File: src/rtl/bitwise_unit_64_seq_if.sv
// Request/response bundle for the multi-cycle 64-bit bitwise unit.
// The master issues operand pairs and consumes results; the slave is the unit itself.
interface bitwise_unit_64_seq_if;
    logic        in_valid;
    logic        in_ready;
    logic [1:0]  op;
    logic [63:0] a;
    logic [63:0] b;
    logic        out_valid;
    logic        out_ready;
    logic [63:0] y;
    logic        zero;

    modport master (
        output in_valid, op, a, b, out_ready,
        input  in_ready, out_valid, y, zero
    );

    modport slave (
        input  in_valid, op, a, b, out_ready,
        output in_ready, out_valid, y, zero
    );
endinterface

File: src/rtl/bitwise_unit_64_seq.sv
// Multi-cycle 64-bit AND/OR/XOR/ANDN unit: one SLICE_W-bit slice of y is written per cycle,
// with valid/ready handshakes on both the request and the response side.
module bitwise_unit_64_seq #(
    parameter int SLICE_W = 16
) (
    input  logic                  clk,
    input  logic                  rst_n,
    bitwise_unit_64_seq_if.slave  bus
);
    localparam int NSLICE = 64 / SLICE_W;
    localparam int IDX_W  = (NSLICE > 1) ? $clog2(NSLICE) : 1;
    localparam logic [IDX_W-1:0] IDX_LAST = IDX_W'(NSLICE - 1);

    typedef enum logic [1:0] {
        OP_AND  = 2'b00,
        OP_OR   = 2'b01,
        OP_XOR  = 2'b10,
        OP_ANDN = 2'b11
    } op_t;

    typedef enum logic [1:0] {
        IDLE = 2'b00,
        RUN  = 2'b01,
        DONE = 2'b10
    } state_t;

    state_t            state;
    logic [IDX_W-1:0]  idx;
    logic [63:0]       a_r;
    logic [63:0]       b_r;
    op_t               op_r;
    logic [63:0]       y_r;

    logic [63:0]        a_sh;
    logic [63:0]        b_sh;
    logic [SLICE_W-1:0] slice_res;

    // Shifting the captured operands down keeps the slice mux a plain barrel shift
    // rather than a variable part-select on the read side.
    always_comb begin
        // NOTE: combinational outputs get a default first so no path can infer a latch.
        a_sh      = a_r >> (32'(idx) * SLICE_W);
        b_sh      = b_r >> (32'(idx) * SLICE_W);
        slice_res = '0;
        unique case (op_r)
            OP_AND:  slice_res = a_sh[SLICE_W-1:0] &  b_sh[SLICE_W-1:0];
            OP_OR:   slice_res = a_sh[SLICE_W-1:0] |  b_sh[SLICE_W-1:0];
            OP_XOR:  slice_res = a_sh[SLICE_W-1:0] ^  b_sh[SLICE_W-1:0];
            OP_ANDN: slice_res = a_sh[SLICE_W-1:0] & ~b_sh[SLICE_W-1:0];
        endcase
    end

    // NOTE: every register, operand captures included, is cleared by the async reset so
    // an aborted operation leaves nothing behind for the next one.
    always_ff @(posedge clk or negedge rst_n) begin
        if (!rst_n) begin
            state <= IDLE;
            idx   <= '0;
            a_r   <= '0;
            b_r   <= '0;
            op_r  <= OP_AND;
            y_r   <= '0;
        end else begin
            // NOTE: non-blocking assignments so every register sees pre-edge values.
            unique case (state)
                IDLE: begin
                    if (bus.in_valid) begin
                        a_r   <= bus.a;
                        b_r   <= bus.b;
                        op_r  <= op_t'(bus.op);
                        y_r   <= '0;
                        idx   <= '0;
                        state <= RUN;
                    end
                end
                RUN: begin
                    y_r[32'(idx) * SLICE_W +: SLICE_W] <= slice_res;
                    if (idx == IDX_LAST) begin
                        idx   <= '0;
                        state <= DONE;
                    end else begin
                        idx <= idx + 1'b1;
                    end
                end
                DONE: begin
                    // A request waiting alongside out_ready is left for the IDLE cycle.
                    if (bus.out_ready) begin
                        state <= IDLE;
                    end
                end
                default: state <= IDLE;
            endcase
        end
    end

    assign bus.in_ready  = (state == IDLE);
    assign bus.out_valid = (state == DONE);
    assign bus.y         = y_r;
    assign bus.zero      = (y_r == 64'd0);
endmodule

File: src/flat_wrapper.sv
// flat-port wrapper written by rule: the top's interface ports become plain ports
module bitwise_unit_64_seq_flat 
#(
    parameter int SLICE_W = 16
)
  (clk, rst_n, bus_in_valid, bus_op, bus_a, bus_b, bus_out_ready, bus_in_ready, bus_out_valid, bus_y, bus_zero);
  bitwise_unit_64_seq_if bus_i ();
  input  logic clk;
  input  logic rst_n;
  input wire logic [$bits(bus_i.in_valid)-1:0] bus_in_valid;
  input wire logic [$bits(bus_i.op)-1:0] bus_op;
  input wire logic [$bits(bus_i.a)-1:0] bus_a;
  input wire logic [$bits(bus_i.b)-1:0] bus_b;
  input wire logic [$bits(bus_i.out_ready)-1:0] bus_out_ready;
  output wire logic [$bits(bus_i.in_ready)-1:0] bus_in_ready;
  output wire logic [$bits(bus_i.out_valid)-1:0] bus_out_valid;
  output wire logic [$bits(bus_i.y)-1:0] bus_y;
  output wire logic [$bits(bus_i.zero)-1:0] bus_zero;
  assign bus_i.in_valid = bus_in_valid;
  assign bus_i.op = bus_op;
  assign bus_i.a = bus_a;
  assign bus_i.b = bus_b;
  assign bus_i.out_ready = bus_out_ready;
  assign bus_in_ready = bus_i.in_ready;
  assign bus_out_valid = bus_i.out_valid;
  assign bus_y = bus_i.y;
  assign bus_zero = bus_i.zero;
  bitwise_unit_64_seq #(.SLICE_W(SLICE_W)) u_core (.clk(clk), .rst_n(rst_n), .bus(bus_i));
endmodule
File: config.mk
export PLATFORM = sky130hd
export DESIGN_NAME = bitwise_unit_64_seq_flat
export DESIGN_NICKNAME = d
export VERILOG_FILES = /design/src/rtl/bitwise_unit_64_seq_if.sv /design/src/rtl/bitwise_unit_64_seq.sv /design/src/flat_wrapper.sv
export SDC_FILE = /design/constraint.sdc
export NUM_CORES = 1
export LEC_CHECK = 0
export CORE_UTILIZATION = 45
export CTS_CLUSTER_SIZE = 25
export DETAILED_ROUTE_END_ITERATION = 8
export PLACE_DENSITY = 0.72
export SYNTH_ARGS = -nofsm -noshare
export SYNTH_HDL_FRONTEND = slang
export SYNTH_SLANG_ARGS = --single-unit
File: constraint.sdc
create_clock -name clk -period 2.75 [get_ports clk]
set_input_delay 0.55 -clock clk [delete_from_list [all_inputs] [get_ports clk]]
set_output_delay 0.55 -clock clk [all_outputs]
set_load 0.005 [all_outputs]
==> out/results.ini, run 1 <==
[synthesis]
yosys-top-cells-area=dfrtp_1 (53%), nand2_1 (19%), mux4_2 (4.8%), mux4_1 (3.4%), ha_1 (3.1%)
synth_top_cell_by_area=dfrtp_1
synth_common_cells=nand2_1 (463), dfrtp_1 (198), o21ai_0 (55)
synth-edff-count=0
synth-adder-area-share=0.03076
async_reset_ff_frac=1.000
synthMuxAreaShare=0.08185
synthFlopType=dfrtp_1
synth-seq-area-share=0.5296
syn_area_per_cell_sq_um=9.365
synthXorXnorAreaFrac=0.01498
yosysWarnings=0
synth_most_common_cell=nand2_1
ys_types=32
synth_top_area_frac=0.5296
synth_cells=999
syn_nets=1156
synthesis.area_sq_um=9355
synth_top_family_by_area=simple AND/OR/NAND/NOR gates
synthSimpleGateAreaFrac=0.2235
synth_compound_area_frac=0.07717
ys_seq_elements=198

[sta]
slew_viol_final=0
setup_viol=0
tightest_slew_ns=0.9481
post-route-period-util=0.9312
rsz0062_at_grt=no
fin_ws_ns=0.1891
timing.fmax_mhz=390.5
fin_tns_setup_ns=0
hold_ws_ns=0.08893
relSlewSlack=0.3680
finClkSkew_ns=0.01100
fin_crit_ns=2.561
hold_violations=0

[place]
portBuffers=200
place_ws_ns=0.2482
dp.cells=1443
gp_congestion=0.8528
dp_hpwl_um=18190
placed_area_sq_um=11760

[clock_network]
cts_max_level=4
clk_latency_ns=0.44
cts-root-buf=clkbuf_16
cts_inserted_buffers=17
cts_tree=built
clk_pin_slew_ns=0.07
cts.sinks=198
clock_path_buffers=2
hold_buffers=0

[layout]
drive_gt1_frac=0.08229
diodes=0
instances_no_fill=1473
utilization=0.6096
seqCellArea_sq_um=4956
stdcell_area_sq_um=12370
nFillCells=1751
nets=1349
area.growth.synth_to_final_pct=32.27
multiInputGateArea_sq_um=4056

[floorplanning]
rows=52
fp.dieW_um=146.2
core-area_sq_um=20300
start_util=0.4609
die_h_um=146.2
die_area_sq_um=21370
ioPinCount=201

[setup_path]
worstPathArrival_ns=2.84
path_max_fanout=23
crit_required_ns=3.03
path_class=register to register
endpoint_kind=register
startpoint_type=register

[route]
wl_per_cell_um=16.97
drc=0
num_vias=7701
finalWirelength_um=25000
drt_iter0_drc=496
vias_per_cell=5.228
firstDrtPassIters=5
detail-route-antenna-nets=0

[outcome]
status=finished clean

[global_routing]
grt_pass1_vias=7609
grt_pass1_wl_um=40310
grt-ovfl-total=0
antenna_found_initial=0
grt_max_degree=83
grtUsageTotal=0.2455

[pwr]
p_total_mw=14.78
ir_drop_v=0.0006726
p_leak_nw=5.897
p_per_area_nw_per_um2=1195

[worst_hold_path]
hp-class=primary input to asynchronous set/reset pin

[flow_run]
max-cap-violations=0

power breakdown:
group          internal (mW)  switching (mW)  total (mW)
registers               4.06           0.732        4.80
clock network           1.39            1.08        2.47
logic                   3.26            4.25        7.52
total                   8.71            6.07        14.8
per-layer routing:
metal | global-route usage | wire, um | vias up
met5 | 0 | 0 | -
li1 | - | - | 3655
met4 | 0.09531 | 719 | 0
met3 | 0.04969 | 1575 | 39
met1 | 0.3324 | 10850 | 3721
met2 | 0.3902 | 11850 | 286
worst max-delay path, stage by stage, from the launching register on:
cell,delay (ns)
dfrtp_2,0.41
buf_12,0.23
mux4_1,0.63
inv_1,0.10
ha_1,0.22
a21oi_1,0.18
a21oi_1,0.09
a31oi_1,0.36
o21ai_0,0.19
area by class of cell:
cell class / count / share of cell area
tap: 270 / 0.02730
multi-input combinational: 711 / 0.3278
clock inverter: 10 / 0.009808
clock buffer: 20 / 0.03691
timing repair buffer: 227 / 0.1865
inverter: 37 / 0.01122
sequential: 198 / 0.4005
what timing repair did:
item	CTS	global route
resized for setup	7	0
hold endpoints to repair	0	0
setup endpoints to repair	1	0
buffers inserted	0	0
final timing paths:
path	start	endpoint	slack [ns]	depth (start not counted)
max	u_core.idx[0]$_DFFE_PN0P_	u_core.bus.y[7]$_DFFE_PN0P_	0.19	8
min	rst_n	u_core.a_r[27]$_DFFE_PN0P_	0.09	1
max reg2reg	u_core.idx[0]$_DFFE_PN0P_	u_core.bus.y[7]$_DFFE_PN0P_	0.19	8
min reg2reg	u_core.b_r[17]$_DFFE_PN0P_	u_core.b_r[17]$_DFFE_PN0P_	0.47	2
max in group asynchronous	rst_n	u_core.a_r[20]$_DFFE_PN0P_	1.89	2
min in group clk	u_core.b_r[17]$_DFFE_PN0P_	u_core.b_r[17]$_DFFE_PN0P_	0.47	2
cell usage in the layout, fill, tap and decap left out, drive strengths merged, types with 2 or more instances in the layout:
| cell type | synthesis | layout |
|---|---|---|
| o31ai | 7 | 7 |
| inv | 37 | 39 |
| nand4 | 5 | 5 |
| xor2 | 11 | 11 |
| xnor2 | 5 | 5 |
| nor2 | 8 | 8 |
| o21ai | 67 | 67 |
| nor2b | 7 | 7 |
| a31oi | 11 | 11 |
| and2 | 5 | 5 |
| bufinv | 0 | 2 |
| nand3 | 3 | 3 |
| ha | 23 | 23 |
| mux4 | 32 | 32 |
| nand2b | 12 | 12 |
| nand2 | 463 | 463 |
| clkbuf | 38 | 21 |
| clkinv | 0 | 5 |
| clkdlybuf4s50 | 0 | 198 |
| o22a | 5 | 5 |
| dfrtp | 198 | 198 |
| buf | 15 | 27 |
| a21oi | 26 | 26 |
| nor4 | 17 | 17 |
cells by family after synthesis:
| kind of cell | count (synthesis) |
|---|---|
| AND/OR/NAND/NOR | 523 |
| flip-flops | 198 |
| AO/OA/AOI/OAI | 117 |
| buffers and inverters | 90 |
| multiplexers | 32 |
| adder cells (fa/ha/maj) | 23 |
| XOR/XNOR | 16 |
flip-flops by register name, summed over array words and instances (netlist names):
| register | flops |
|---|---|
| u_core.a_r | 64 |
| u_core.b_r | 64 |
| u_core.bus.y | 64 |
| u_core.idx | 2 |
| u_core.op_r | 2 |
| u_core.state | 2 |
Power figures use the tool's default switching activity.
==> inputs of run 2 (changes only) <==
--- a/config.mk
+++ b/config.mk
@@ -5,6 +5,7 @@
 export SDC_FILE = /design/constraint.sdc
 export NUM_CORES = 1
 export LEC_CHECK = 0
+export CORE_MARGIN = 2
 export CORE_UTILIZATION = 45
 export CTS_CLUSTER_SIZE = 25
 export DETAILED_ROUTE_END_ITERATION = 8
==> run 2 against run 1 <==
  * Power down 0.29%
  * Register-to-register slack is essentially flat
  * Cell count up 0.14%
  * Critical path type unchanged
  * Critical endpoint is now u_core.bus.y[4]$_DFFE_PN0P_
==> out/results.ini, run 2 (same netlist as run 1, synthesis figures left out) <==
[clock_network]
cts_tree=built  ; unchanged
clk_pin_slew_ns=0.08  ; was 0.07 ns
cts_max_level=4  ; unchanged
cts.sinks=198  ; unchanged
cts-root-buf=clkbuf_16  ; unchanged
clock_path_buffers=2  ; unchanged
hold_buffers=0  ; unchanged
clk_latency_ns=0.44  ; about the same
cts_inserted_buffers=17  ; unchanged

[pwr]
comb_power_share=0.508  ; was 0.509
pwr-share-clk=0.167  ; about the same
p_leak_nw=5.883  ; was 5.897 nW
sw_frac_of_total=0.4174  ; was 0.4106
seq_power_share=0.325  ; about the same
power.switching_mw=6.153  ; was 6.069 mW
p_total_mw=14.74  ; was 14.78 mW
ir_drop_v=0.0006524  ; was 0.0006726 V
p_per_area_nw_per_um2=1193  ; was 1195 nW/um^2
intPower_mw=8.587  ; was 8.713 mW

[layout]
final_cell_mix=nand2_1 (462), clkdlybuf4s50_1 (198), dfrtp_1 (197)  ; unchanged
final_common_cell=nand2_1  ; unchanged
seqCellArea_sq_um=4956  ; unchanged
nFillCells=1710  ; was 1751
drive_gt1_frac=0.08216  ; was 0.08229
nets=1349  ; unchanged
diodes=0  ; unchanged
utilization=0.6086  ; was 0.6096
area.growth.synth_to_final_pct=32.06  ; was 32.27%
multiInputGateArea_sq_um=4046  ; was 4056 sq um

[floorplanning]
ioPinCount=201  ; unchanged
core-area_sq_um=20300  ; unchanged
rows=52  ; unchanged
die_h_um=148.2  ; was 146.2 um
start_util=0.4609  ; unchanged
die_area_sq_um=21960  ; was 21370 sq um
fp.dieW_um=148.2  ; was 146.2 um

[sta]
hold_violations=0  ; unchanged
rsz0062_at_grt=no  ; unchanged
setup_viol=0  ; unchanged
post-route-period-util=0.9280  ; was 0.9312
tightest_slew_ns=0.8483  ; was 0.9481 ns
fin_tns_setup_ns=0  ; unchanged
finClkSkew_ns=0.008731  ; was 0.01100 ns
timing.fmax_mhz=391.9  ; was 390.5 MHz
slew_viol_final=0  ; unchanged
relSlewSlack=0.4345  ; was 0.3680
fin_crit_ns=2.552  ; was 2.561 ns

[setup_path]
endpoint_kind=register  ; unchanged
path_max_fanout=10  ; was 23
path_depth=8  ; unchanged
reg2reg_slack_ns=0.20  ; was 0.19 ns
crit_required_ns=3.04  ; was 3.03 ns
critical-path-max-stage-delay_ns=0.64  ; was 0.63 ns
startpoint_type=register  ; unchanged
crit_buf_inv=2  ; unchanged
path_class=register to register  ; unchanged
worstPathArrival_ns=2.84  ; about the same
slowest_stage=mux4_1  ; unchanged
cp_top_family=multiplexers  ; was compound AO/OA/AOI/OAI gates
crit_path_cell_trace=buf_4 > mux4_1 > inv_1 > ha_1 > and2_1 > o31ai_1 > o22a_2 > o21ai_0  ; was buf_12 > mux4_1 > inv_1 > ha_1 > a21oi_1 > a21oi_1 > a31oi_1 > o21ai_0
worstRegToRegCells=8  ; unchanged

[route]
wl_per_cell_um=17.24  ; was 16.97 um
num_vias=7760  ; was 7701
vias_per_cell=5.261  ; was 5.228
firstDrtPassIters=8  ; was 5
drt_iter0_drc=609  ; was 496
detail-route-antenna-nets=0  ; unchanged
drc=0  ; unchanged
finalWirelength_um=25430  ; was 25000 um

[place]
gp_congestion=0.8298  ; was 0.8528
dp_hpwl_um=18450  ; was 18190 um
portBuffers=200  ; unchanged

[global_routing]
grt-ovfl-total=0  ; unchanged
grt_pass1_vias=7654  ; was 7609
antenna_found_initial=0  ; unchanged
grt_max_degree=133  ; was 83
grt_pass1_wl_um=41050  ; was 40310 um
grtUsageTotal=0.2423  ; was 0.2455

[flow_run]
max-cap-violations=0  ; unchanged

[outcome]
status=finished clean  ; unchanged

[worst_hold_path]
hp-class=primary input to asynchronous set/reset pin  ; unchanged

run 2: changes by cell type in the layout (fill, tap and decap cells not counted), moves of 2 or more:
cell / delta
nor4_2: -4
clkinvlp_4: +3
nor4_1: +3
clkinv_2: -2
inv_6: +3
run 2: cell type report:
cell class                      instances  share of cell area
Sequential cell                       198              0.4012
Multi-Input combinational cell        711              0.3275
Timing Repair Buffer                  227              0.1857
Clock buffer                           18             0.03555
Tap cell                              270             0.02734
Clock inverter                         14             0.01144
Inverter                               37             0.01124
run 2: power by group through the flow:
stage                     logic [mW]  clock network [mW]  registers (mW)
after CTS                       7.48                2.49            4.78
final                           7.49                2.46            4.80
after detailed placement        7.41                   0            4.81
after global placement          7.19                   0            4.77
after global routing            8.29                2.62            4.94
after floorplan                 4.91                   0            4.59
run 2: worst paths after layout:
path / start / end
max: u_core.idx[0]$_DFFE_PN0P_ / u_core.bus.y[4]$_DFFE_PN0P_
min reg2reg: u_core.b_r[49]$_DFFE_PN0P_ / u_core.b_r[49]$_DFFE_PN0P_
min: rst_n / u_core.a_r[27]$_DFFE_PN0P_
max reg2reg: u_core.idx[0]$_DFFE_PN0P_ / u_core.bus.y[4]$_DFFE_PN0P_
min in group clk: u_core.b_r[49]$_DFFE_PN0P_ / u_core.b_r[49]$_DFFE_PN0P_
max in group asynchronous: rst_n / u_core.b_r[48]$_DFFE_PN0P_
run 2: metal layers:
metal / vias up / track usage / routed length [um]
met3: 38 / 0.05153 / 1586
met4: 0 / 0.08952 / 708
met2: 291 / 0.3938 / 12160
met1: 3766 / 0.3234 / 10970
met5: - / 0 / 0
li1: 3665 / - / -
run 2: worst register-to-register path, cell delays in order (launching register included):
cell and delay [ns]:
dfrtp_2 0.45, buf_4 0.25, mux4_1 0.65, inv_1 0.10
ha_1 0.22, and2_1 0.17, o31ai_1 0.26, o22a_2 0.23
o21ai_0 0.09
run 2: timing repair:
item / CTS / global route
resized for setup: 5 / 0
setup buffers: 0 / 0
setup endpoints to repair: 1 / 0
run 2: per-stage QoR:
step           setup slack [ns]  instance area (sq um)  hold WS [ns]  cells
6_report                 0.1980                  12350        0.1240   1475
5_1_grt                 0.05378                  12350        0.1607   1475
4_1_cts                  0.2051                  12350        0.1553   1475
3_5_place_dp             0.2462                  11750        0.4555   1443
3_3_place_gp             0.2967                  11750        0.4498   1443
2_1_floorplan            0.4211                   9355        0.2544    999
==> RTL edit: new RTL, flow settings as in run 2 <==
`SLICE_W` is set to 16 in 2 places; all go to 8.
--- a/src/rtl/bitwise_unit_64_seq.sv
+++ b/src/rtl/bitwise_unit_64_seq.sv
@@ -1,7 +1,7 @@
 // Multi-cycle 64-bit AND/OR/XOR/ANDN unit: one SLICE_W-bit slice of y is written per cycle,
 // with valid/ready handshakes on both the request and the response side.
 module bitwise_unit_64_seq #(
-    parameter int SLICE_W = 16
+    parameter int SLICE_W = 8
 ) (
     input  logic                  clk,
     input  logic                  rst_n,
--- a/src/flat_wrapper.sv
+++ b/src/flat_wrapper.sv
@@ -1,7 +1,7 @@
 // flat-port wrapper written by rule: the top's interface ports become plain ports
 module bitwise_unit_64_seq_flat 
 #(
-    parameter int SLICE_W = 16
+    parameter int SLICE_W = 8
 )
   (clk, rst_n, bus_in_valid, bus_op, bus_a, bus_b, bus_out_ready, bus_in_ready, bus_out_valid, bus_y, bus_zero);
   bitwise_unit_64_seq_if bus_i ();
Function: changed (a bounded check fails within 4 cycles, from zero or initial values and one cycle with rst_n low).
==> RTL edit against run 2 <==
Power grew 2.1%; design area grew 1.7%; area after synthesis grew 2.5%; synthesized cell count grew 3.7%; sequential power grew 4.4%; worst setup slack lost 0.14 ns; routed wire length grew 8.9%; largest cell class unchanged; sequential cell count grew 1.
==> RTL edit: results (changes against run 2) <==
metric,value,unit,change
status,"complete, no violations",,
swShare,43.37,%,+1.6 points
final_net_count,1380,,+2.3%
peakVddDrop,769.2,µV,+18%
arrival,2.96,ns,+0.12 ns
grt_max_degree,114,,-14%
crit_buf_inv,1,,-1
ys.flop_type,dfrtp_1,,
synth_xor_area_share,0.4567,%,-1.0 points
dp.cells,1484,,+2.8%
wirelength,27700,µm,+8.9%
hpwlAfterDp,19700,µm,+6.8%
cp_max_fo,21,,+11
leakagePower,5.851,nW,-0.55%
synth_compound_area_share,11.70,%,+4.0 points
synth_nets,1188,,+2.8%
clk_path_buf_depth,2,,unchanged
io_buffers,200,,unchanged
antenna_found_initial,0,,unchanged
yosysWarnings,0,,unchanged
max_stage_delay,0.82,ns,+0.18 ns
synth.area.mux_share,6.994,%,-1.2 points
place.gp.congestion,0.8532,,+2.8%
final_layout_size_suffix_gt1_share,8.783,%,+0.57 points
num_antenna_cells,0,,unchanged
post_cts_buffers,0,,unchanged
synth_cells,1036,,+3.7%
grt_pass1_wl,44640,µm,+8.8%
startpoint,u_core.idx[0]$_DFFE_PN0P_,,
async_flop_share,100.0,%,unchanged
grt_pass1_vias,8263,,+8.0%
h-tree-depth,4,,unchanged
grtUsageTotal,25.70,%,+1.5 points
synthTopCellsByCount,"nand2_1 (429), dfrtp_1 (199), mux2i_1 (40)",,
yosys.area_share.adder,2.349,%,-0.73 points
skew,0.01233,ns,+0.003595 ns
dpl_cell_area,11950,µm²,+1.7%
path_clk_slew,0.07,ns,
worstReg2RegStart,u_core.idx[0]$_DFFE_PN0P_,,
crit_family,XOR/XNOR gates,,
ys_seq_area_share,51.93,%,-1.0 points
stdcell_count,1516,,+2.8%
clock_latency,0.44,ns,about the same
clock-root-buffer,clkbuf_16,,
slowest_stage,xor2_1,,
synth_area_leaders,"dfrtp_1 (52%), nand2_1 (17%), mux2i_1 (4.2%)",,
synth_cell_types,47,,+47%
drtPass1Iterations,5,,-3
tightest_slew,1.006,ns,+0.1582 ns
cts_inserted_buffers,17,,unchanged
vias_per_cell,5.418,,+3.0%
worstHoldPathType,input port to async pin,,
drt_iter0_drc,713,,+17%
num-fill-cells,1835,,+7.3%
RTL edit: power by group through the flow:
stage	sequential (mW)	clock (mW)	combinational, mW
after floorplan	4.71	0	4.93
after global placement	5.01	0	7.29
after detailed placement	5.03	0	7.46
after CTS	4.99	2.52	7.49
after global routing	5.14	2.66	8.32
final	5.01	2.49	7.56
RTL edit: kinds of logic after synthesis:
family | Yosys count
xor+xnor | 5
buf+inv | 69
flops | 199
fa+ha+maj | 18
compound gates | 155
simple gates | 526
mux | 64
RTL edit: final cells by class:
type                    instances  area share [%]
multi-input cells             768           34.22
repair buffers                229           18.32
flip-flops and latches        199           39.68
clock buffers                  18           3.497
inverters                      13          0.4085
well taps                     275           2.740
clock inverters                14           1.126
RTL edit: repair_timing:
item,CTS,global route
endpoints found under the setup margin,1,24
pin swaps,2,0
resized for setup,4,4
RTL edit: path summary, 6_finish.rpt:
check                           slack, ns                           to  depth (start not counted)
min in group clk                     0.47   u_core.a_r[32]$_DFFE_PN0P_                          2
worst min register to register       0.47   u_core.a_r[32]$_DFFE_PN0P_                          2
worst min-delay path                 0.09    u_core.b_r[0]$_DFFE_PN0P_                          1
worst max register to register       0.06  u_core.bus.y[7]$_DFFE_PN0P_                          5
max in group asynchronous            1.96    u_core.a_r[6]$_DFFE_PN0P_                          2
worst max-delay path                 0.06  u_core.bus.y[7]$_DFFE_PN0P_                          5
RTL edit: stage by stage:
step                      TNS, ns  utilization [%]  setup slack (ns)  hold slack, ns
after global routing            0            59.93          0.001883          0.1140
after detailed placement        0            57.03           0.09375          0.4584
after global placement          0            57.03            0.1311          0.4549
final                           0            59.93           0.06068         0.09226
after CTS                       0            59.88           0.07759          0.1054
after floorplan           -0.1343                -          -0.03408          0.2544
RTL edit: per-layer routing:
metal  wire, µm  vias up  GRT usage, %
li1           -     3938             -
met2      13250      306         41.53
met3       1597       32         3.963
met1      12290     3938         35.83
met4        558        0         7.877
met5          0        -             0
